File: src/rtl/pfa_seq64.sv
// pfa_seq64: wide adder that streams 16-bit slices, LSB first, through one shared pfa16.
// Optional subtract mode is enabled by defining PFA_SEQ_SUB_EN (adds the op port).
module pfa16 (
    input  logic [15:0] x,
    input  logic [15:0] y,
    input  logic        cin,
    output logic [15:0] s,
    output logic        cout
);
    // Kogge-Stone tree; cin is folded into the bit-0 generate so every carry falls out of the tree.
    function automatic logic [16:0] prefix_add(input logic [15:0] xa, input logic [15:0] ya,
                                               input logic ci);
        logic [15:0] hp, g, p, gn, pn;
        hp = xa ^ ya;
        g  = xa & ya;
        p  = hp;
        g[0] = g[0] | (hp[0] & ci);
        for (int l = 0; l < 4; l++) begin
            gn = g;
            pn = p;
            for (int i = (1 << l); i < 16; i++) begin
                gn[i] = g[i] | (p[i] & g[i - (1 << l)]);
                pn[i] = p[i] & p[i - (1 << l)];
            end
            g = gn;
            p = pn;
        end
        return {g[15], hp ^ {g[14:0], ci}};
    endfunction

    assign {cout, s} = prefix_add(x, y, cin);
endmodule

module pfa_seq64 #(
    parameter int NSLICE = 4
) (
    input  logic                 clk,
    input  logic                 rst,
    input  logic                 in_valid,
    output logic                 in_ready,
    input  logic [16*NSLICE-1:0] a,
    input  logic [16*NSLICE-1:0] b,
    input  logic                 cin,
`ifdef PFA_SEQ_SUB_EN
    input  logic                 op,
`endif
    output logic                 out_valid,
    input  logic                 out_ready,
    output logic [16*NSLICE-1:0] sum,
    output logic                 cout,
    output logic                 ovf
);
    localparam int W  = 16 * NSLICE;
    localparam int KW = (NSLICE > 1) ? $clog2(NSLICE) : 1;
    localparam logic [KW-1:0] K_LAST = KW'(NSLICE - 1);

    typedef enum logic [1:0] {IDLE, RUN, DONE} state_t;

    state_t          state, state_nxt;
    logic [KW-1:0]   k;
    logic            carry;
    logic [W-1:0]    a_q, b_q, sum_q;
    logic [W-1:0]    b_in_eff;
    logic            carry_init;
    logic [KW+3:0]   base;
    logic [15:0]     slice_s;
    logic            slice_cout;

`ifdef PFA_SEQ_SUB_EN
    // Subtract as a + ~b + 1: the forced carry replaces cin.
    assign b_in_eff   = op ? ~b : b;
    assign carry_init = op | cin;
`else
    assign b_in_eff   = b;
    assign carry_init = cin;
`endif

    assign base = {k, 4'd0};

    pfa16 u_pfa16 (
        .x    (a_q[base +: 16]),
        .y    (b_q[base +: 16]),
        .cin  (carry),
        .s    (slice_s),
        .cout (slice_cout)
    );

    always_comb begin
        // NOTE: default first so every path assigns state_nxt and no latch is inferred.
        state_nxt = state;
        unique case (state)
            IDLE:    if (in_valid) state_nxt = RUN;
            RUN:     if (k == K_LAST) state_nxt = DONE;
            DONE:    if (out_ready) state_nxt = IDLE;
            default: state_nxt = IDLE;
        endcase
    end

    // NOTE: all state below uses non-blocking assignments so every register samples pre-edge values.
    always_ff @(posedge clk) begin
        if (rst) begin
            state <= IDLE;
            k     <= '0;
            carry <= 1'b0;
            a_q   <= '0;
            b_q   <= '0;
            sum_q <= '0;
        end else begin
            state <= state_nxt;
            unique case (state)
                IDLE: if (in_valid) begin
                    a_q   <= a;
                    b_q   <= b_in_eff;
                    carry <= carry_init;
                    k     <= '0;
                end
                RUN: begin
                    sum_q[base +: 16] <= slice_s;
                    carry             <= slice_cout;
                    if (k != K_LAST) k <= k + 1'b1;
                end
                default: ;
            endcase
        end
    end

    assign in_ready  = (state == IDLE);
    assign out_valid = (state == DONE);
    assign sum       = sum_q;
    assign cout      = out_valid & carry;
    assign ovf       = out_valid & (a_q[W-1] == b_q[W-1]) & (sum_q[W-1] != a_q[W-1]);
endmodule
File: config.mk
export PLATFORM = sky130hd
export DESIGN_NAME = pfa_seq64
export DESIGN_NICKNAME = d
export VERILOG_FILES = /design/src/rtl/pfa_seq64.sv
export SDC_FILE = /design/constraint.sdc
export NUM_CORES = 1
export LEC_CHECK = 0
export ABC_AREA = 1
export CAP_MARGIN = 10
export CELL_PAD_IN_SITES_DETAIL_PLACEMENT = 2
export CELL_PAD_IN_SITES_GLOBAL_PLACEMENT = 2
export CORE_ASPECT_RATIO = 1.4
export CORE_MARGIN = 10
export CORE_UTILIZATION = 30
export DETAILED_ROUTE_END_ITERATION = 7
export GPL_TIMING_DRIVEN = 0
export PLACE_DENSITY_LB_ADDON = 0.1
export SLEW_MARGIN = 30
export SYNTH_ARGS = -nofsm -noshare
export SYNTH_HDL_FRONTEND = slang
export SYNTH_HIERARCHICAL = 1
export SYNTH_SLANG_ARGS = --single-unit
File: constraint.sdc
create_clock -name clk -period 6.1 [get_ports clk]
set_input_delay 0.61 -clock clk [delete_from_list [all_inputs] [get_ports clk]]
set_output_delay 0.61 -clock clk [all_outputs]
set_load 0.01 [all_outputs]
==> run metrics, run 1 <==
RR Startpoint=k[0]$_SDFFE_PP0P_; Post-Layout Cell Count=1,930; drt via density=4.85; share of post-route cells with drive strength above 1=6.34%; Seq cells post-synth=197; global-route wire length before repair=57,600 microns; die area=38,100 sq um; Cell Chain, Critical Path=buf_2 -> clkbuf_1 -> nor2_1 -> o22ai_1 -> fa_1 -> inv_1 -> fa_1 -> inv_1 -> nand4_1 -> nand2_1 -> nand2_1 -> nand2_1 -> nand2_1 -> nand2_1 -> inv_1 -> nor3_1 -> nand2_1 -> a21oi_1; Die Ht=227 microns; Area Growth Syn to Fin=33.3%; hold slack final=469 ps; Hold Fails Final Rpt=0; reg-to-reg slack, setup=1890 ps; CP required=6480 ps; hold_sp=sum[35]$_SDFFE_PP0P_; RSZ-0062 raised after global routing=no; CP max stage delay=550 ps; number of diodes=0; CTS sink cnt=197; gpl congestion=0.848; Final Max Slew Viols=0; detailed-route via count=9,365; PwrDens=294 nW/um^2; Power, Total=3.60 mW; family with the most delay on the worst path=simple AND/OR/NAND/NOR gates; HPWL after DPL=31,100 microns; CTS tree=done; Detailed Routing Iterations Pass 1=4; post-CTS setup buffer count=0; core area=30,000 sq um; post-synthesis sequential area ratio=43.0%; Final min period=4210 ps; Netlist cell types=33; Synth Instances=1,313; worst reg2reg path endpoint=sum[26]$_SDFFE_PP0P_; crit-path most repeated cell=nand2_1; Die Span X=168 microns; Avg WL per Cell=19.5 microns; fillers=3,600; WHS Path Cells=2; CTS buffer count=17; number of max-cap violations=0; initial antenna violation count=0; Slew @ Worst Pin=789 ps; vias in the first global route=10,300; worst min path class=reg -> reg; cell area after synthesis=9170 sq um; Detail Route Antenna Nets=0; worst path buffer plus inverter count=5; commonest cells after routing, fill and taps aside=nor2_1 (363), o21ai_0 (200), clkdlybuf4s50_1 (200); Clock Latency Late Sink=450 ps; pin count of the biggest net entering global routing=19; Final setup viols=0; pre-CTS setup slack=1900 ps; # hold bufs at CTS=0; Slew HR=47.0%; crit end category=flop; gr ovfl total=0; critical path's slowest cell=nor3_1; # IOs=201; final core utilization=40.7%; setup TNS=0 ps; H-tree levels=4; placed insts=1,898; Synth warnings=6; critical path launch point type=flop; Nets=1,687; Root Driver=clkbuf_16; Static Leak=4.91 nW; clk_skew=14.8 ps; GRT Util Overall=19.4%; Critical Path AT=4590 ps; Max Buffers Root-to-Sink=2; final wirelength=37,700 microns; Initial DRC Count=337; CTS clock-pin slew for the worst setup and hold paths=80 ps; Setup WS post-layout=1890 ps; Design Area, Final=12,200 sq um; most common cell after layout, fill and taps aside=nor2_1; placed instance area=11,700 sq um; Reg2Reg Depth=18; status=completed; WHS Endpoint=sum[35]$_SDFFE_PP0P_; drc violations=0; initial core utilization=30.5%; Peak VDD IR=0.188 mV; Max Clk Rate=237 MHz; Crit Path Category=reg -> reg; syn_area_per_cell=6.98 sq um; period utilization=69.0%; FP Rows=75; Net Count, Synth=1,468; crit path max fanout=10; CTS resizes=0; PortBufs=200
[area by class of cell]
| cell class | count | area (sq um) | area share (%) |
|---|---|---|---|
| flip-flops and latches | 197 | 3940 | 32.3 |
| multi-input cells | 958 | 4470 | 36.5 |
| plain buffers | 83 | 472 | 3.86 |
| clock inverters | 12 | 106 | 0.870 |
| repair buffers | 200 | 2000 | 16.4 |
| inverters | 75 | 287 | 2.34 |
| clock buffers | 20 | 467 | 3.82 |
| well taps | 385 | 482 | 3.94 |
[kinds of logic after synthesis]
family / synth area share [%]
and+or+nand+nor: 27.2
AOI/OAI and AO/OA: 17.7
DFF: 43.0
buffers and inverters: 8.27
adders and majority gates: 3.17
xor gates and xnor gates: 0.669
[worst register-to-register path, stage by stage (launching register included)]
cell and delay (ps):
dfxtp_1 510, buf_2 310, clkbuf_1 490, nor2_1 120
o22ai_1 320, fa_1 330, inv_1 80, fa_1 400
inv_1 110, nand4_1 110, nand2_1 150, nand2_1 90
nand2_1 70, nand2_1 50, nand2_1 100, inv_1 90
nor3_1 550, nand2_1 120, a21oi_1 160
[state kept, by name (all words and copies together) (netlist names)]
signal	flops
a_q	64
sum	64
state	2
k	2
carry	1
b_q	64
[Yosys cell counts (all sizes together)]
cell	n	area share, %
dfxtp	197	43
ha	20	2.7
o21a	2	0.16
inv	75	3.1
o21ai	203	11
xor2	4	0.38
xnor2	3	0.29
buf	43	3.5
nor3	20	1.3
nand3	23	1.7
nand2	197	8.3
a211oi	1	0.082
clkbuf	40	1.6
o22ai	32	2.2
nand3b	1	0.082
a21oi	76	4.1
fa	2	0.44
nand4	2	0.14
nor2	370	16
or2	2	0.14
[power by group]
group	total (mW)	switching, mW	internal (mW)
combinational	1.03	0.673	0.361
clock	1.13	0.559	0.572
sequential	1.43	0.0560	1.37
[routing by layer]
metal	GRT usage, %	wire length [microns]	vias to the layer above
met5	0	0	-
met4	7.91	1240	0
met3	3.52	1410	44
met2	36.4	20000	187
met1	20.8	15100	4470
li1	-	-	4664
[how the worst max path moves through the flow]
stage / slack (ps) / end / from / depth (start not counted)
floorplan: 3320 / sum[60]$_SDFFE_PP0P_ / k[0]$_SDFFE_PP0P_ / 18
global placement: 1950 / sum[58]$_SDFFE_PP0P_ / k[0]$_SDFFE_PP0P_ / 18
detailed placement: 1900 / sum[58]$_SDFFE_PP0P_ / k[0]$_SDFFE_PP0P_ / 18
CTS: 1870 / sum[56]$_SDFFE_PP0P_ / k[0]$_SDFFE_PP0P_ / 16
global route: 1560 / sum[26]$_SDFFE_PP0P_ / k[0]$_SDFFE_PP0P_ / 18
finish: 1890 / sum[26]$_SDFFE_PP0P_ / k[0]$_SDFFE_PP0P_ / 18
Note: power is estimated with default switching activity, not from simulation.
==> run 2: changes to the inputs <==
--- a/config.mk
+++ b/config.mk
@@ -11,7 +11,7 @@
 export CELL_PAD_IN_SITES_GLOBAL_PLACEMENT = 2
 export CORE_ASPECT_RATIO = 1.4
 export CORE_MARGIN = 10
-export CORE_UTILIZATION = 30
+export CORE_UTILIZATION = 28
 export DETAILED_ROUTE_END_ITERATION = 7
 export GPL_TIMING_DRIVEN = 0
 export PLACE_DENSITY_LB_ADDON = 0.1
==> constraint.sdc (replaced) <==
create_clock -name clk -period 4.35 [get_ports clk]
set_input_delay 0.435 -clock clk [delete_from_list [all_inputs] [get_ports clk]]
set_output_delay 0.435 -clock clk [all_outputs]
set_load 0.01 [all_outputs]
==> run metrics, run 2 (synthesis results as in run 1) <==
Seq pwr share=39.0%; drc violations=0; gpl congestion=0.879; Power, Total=5.15 mW; CTS tree=done; PwrDens=417 nW/um^2; Nets=1,687; CTS clock-pin slew for the worst setup and hold paths=80 ps; Die Span X=173 microns; drt via density=4.71; NetSw=1.78 mW; Initial DRC Count=314; gr ovfl total=0; placed instance area=11,700 sq um; final core utilization=38.1%; Crit Path Category=reg -> reg; Final min period=4040 ps; placed insts=1,953; die area=40,500 sq um; FF/Latch Area=3940 sq um; Peak VDD IR=0.249 mV; Hold Fails Final Rpt=0; detailed-route via count=9,347; hold_sp=sum[30]$_SDFFE_PP0P_; CP required=4740 ps; initial core utilization=28.3%; share of post-route cells with drive strength above 1=6.67%; WHS Path Cells=2; Detail Route Antenna Nets=0; crit path max fanout=10; Area Growth Syn to Fin=34.7%; worst min path class=reg -> reg; number of max-cap violations=0; Post-Layout Cell Count=1,984; GRT Util Overall=18.6%; FP Rows=78; CP max stage delay=430 ps; crit end category=flop; Cell Chain, Critical Path=inv_2 -> buf_6 -> clkbuf_1 -> o21ai_0 -> o22ai_1 -> fa_1 -> inv_1 -> fa_1 -> inv_1 -> nand3_1 -> nand3_1 -> nand3_1 -> nand3_1 -> nand2_1 -> nand2_1 -> inv_1 -> nor3_1 -> nand2_1 -> a21oi_1; CTS sink cnt=197; Clock Power Share=32.7%; RR Startpoint=k[0]$_SDFFE_PP0P_; Slew @ Worst Pin=644 ps; setup TNS=0 ps; vias in the first global route=10,200; H-tree levels=4; area of the multi-input gates=4480 sq um; clk_skew=12.3 ps; most common cell after layout, fill and taps aside=nor2_1; core area=32,400 sq um; Final setup viols=0; Internal Power=3.36 mW; Die Ht=234 microns; Slew HR=56.7%; Reg2Reg Depth=19; Clock Latency Late Sink=460 ps; Max Clk Rate=248 MHz; CP startpoint=k[0]$_SDFFE_PP0P_; Design Area, Final=12,300 sq um; status=completed; final wirelength=38,100 microns; Max Buffers Root-to-Sink=2; Net Sw Frac=34.6%; global-route wire length before repair=58,300 microns; Avg WL per Cell=19.2 microns; # IOs=201; period utilization=92.8%; pin count of the biggest net entering global routing=18; Detailed Routing Iterations Pass 1=6; commonest cells after routing, fill and taps aside=nor2_1 (363), o21ai_0 (200), clkdlybuf4s50_1 (200); crit-path most repeated cell=nand3_1; fillers=3,919; Critical Path AT=4430 ps; post-CTS setup buffer count=0; Final Max Slew Viols=0; Comb power frac=28.3%; initial antenna violation count=0; critical path's slowest cell=clkbuf_1; Static Leak=4.93 nW; critical path launch point type=flop; Root Driver=clkbuf_16; RSZ-0062 raised after global routing=no; number of diodes=0; CTS buffer count=17; HPWL after DPL=31,500 microns; PortBufs=200
-- run 2: changes by cell type in the layout (fill, tap and decap cells not counted) --
cell and delta:
bufinv_16 +3, clkbuf_1 -4, clkbuf_2 +5, clkbuf_8 -2, clkinv_2 -1, clkinv_4 +1, clkinvlp_4 +1, inv_6 -2
inv_8 -2, nor3_1 -2, nor3_2 +2
-- run 2: repair_timing --
item,CTS,global route
setup endpoints to repair,2,7
hold buffers,0,0
gates resized for setup,2,10
pin swaps,0,0
-- run 2: worst paths after layout --
kind / slack, ps / endpoint
max: 310 / sum[60]$_SDFFE_PP0P_
min: 470 / sum[30]$_SDFFE_PP0P_
max reg2reg: 310 / sum[60]$_SDFFE_PP0P_
min reg2reg: 470 / sum[30]$_SDFFE_PP0P_
-- run 2: final cells by class --
type | instances | area share, %
plain buffers | 83 | 3.87
clock buffers | 19 | 3.59
clock inverters | 12 | 1.36
inverters | 75 | 2.32
multi-input cells | 958 | 36.3
flip-flops and latches | 197 | 31.9
well taps | 440 | 4.46
repair buffers | 200 | 16.2
-- run 2: stage by stage --
stage	hold slack, ps	setup slack (ps)
5_1_grt	495	67.1
4_1_cts	471	90.6
3_5_place_dp	459	-36.7
6_report	466	312
3_3_place_gp	454	168
2_1_floorplan	449	1570
-- run 2: power by group through the flow --
stage	combinational, mW	sequential, mW	clock (mW)
CTS	1.48	2.01	1.72
finish	1.46	2.01	1.68
global placement	1.42	2.04	0
floorplan	0.861	2.02	0
detailed placement	1.46	2.05	0
global route	1.63	2.02	1.80
-- run 2: routing by layer --
metal  wire (microns)  share of wire [%]  track usage [%]  up-vias
met1            15200                 40             19.7     4468
met2            20500                 54             35.6      166
li1                 -                  -                -     4670
met3             1290                3.4             3.51       43
met4             1120                2.9             7.21        0
met5                0                  0                0        -
-- run 2: worst max-delay path, delay by kind of cell, from the launching register on --
kind,cells,cell delay (ps)
AOI/OAI and AO/OA,3,620
adders and majority gates,2,760
buffers and inverters,6,1010
DFF,1,410
and+or+nand+nor,8,1160
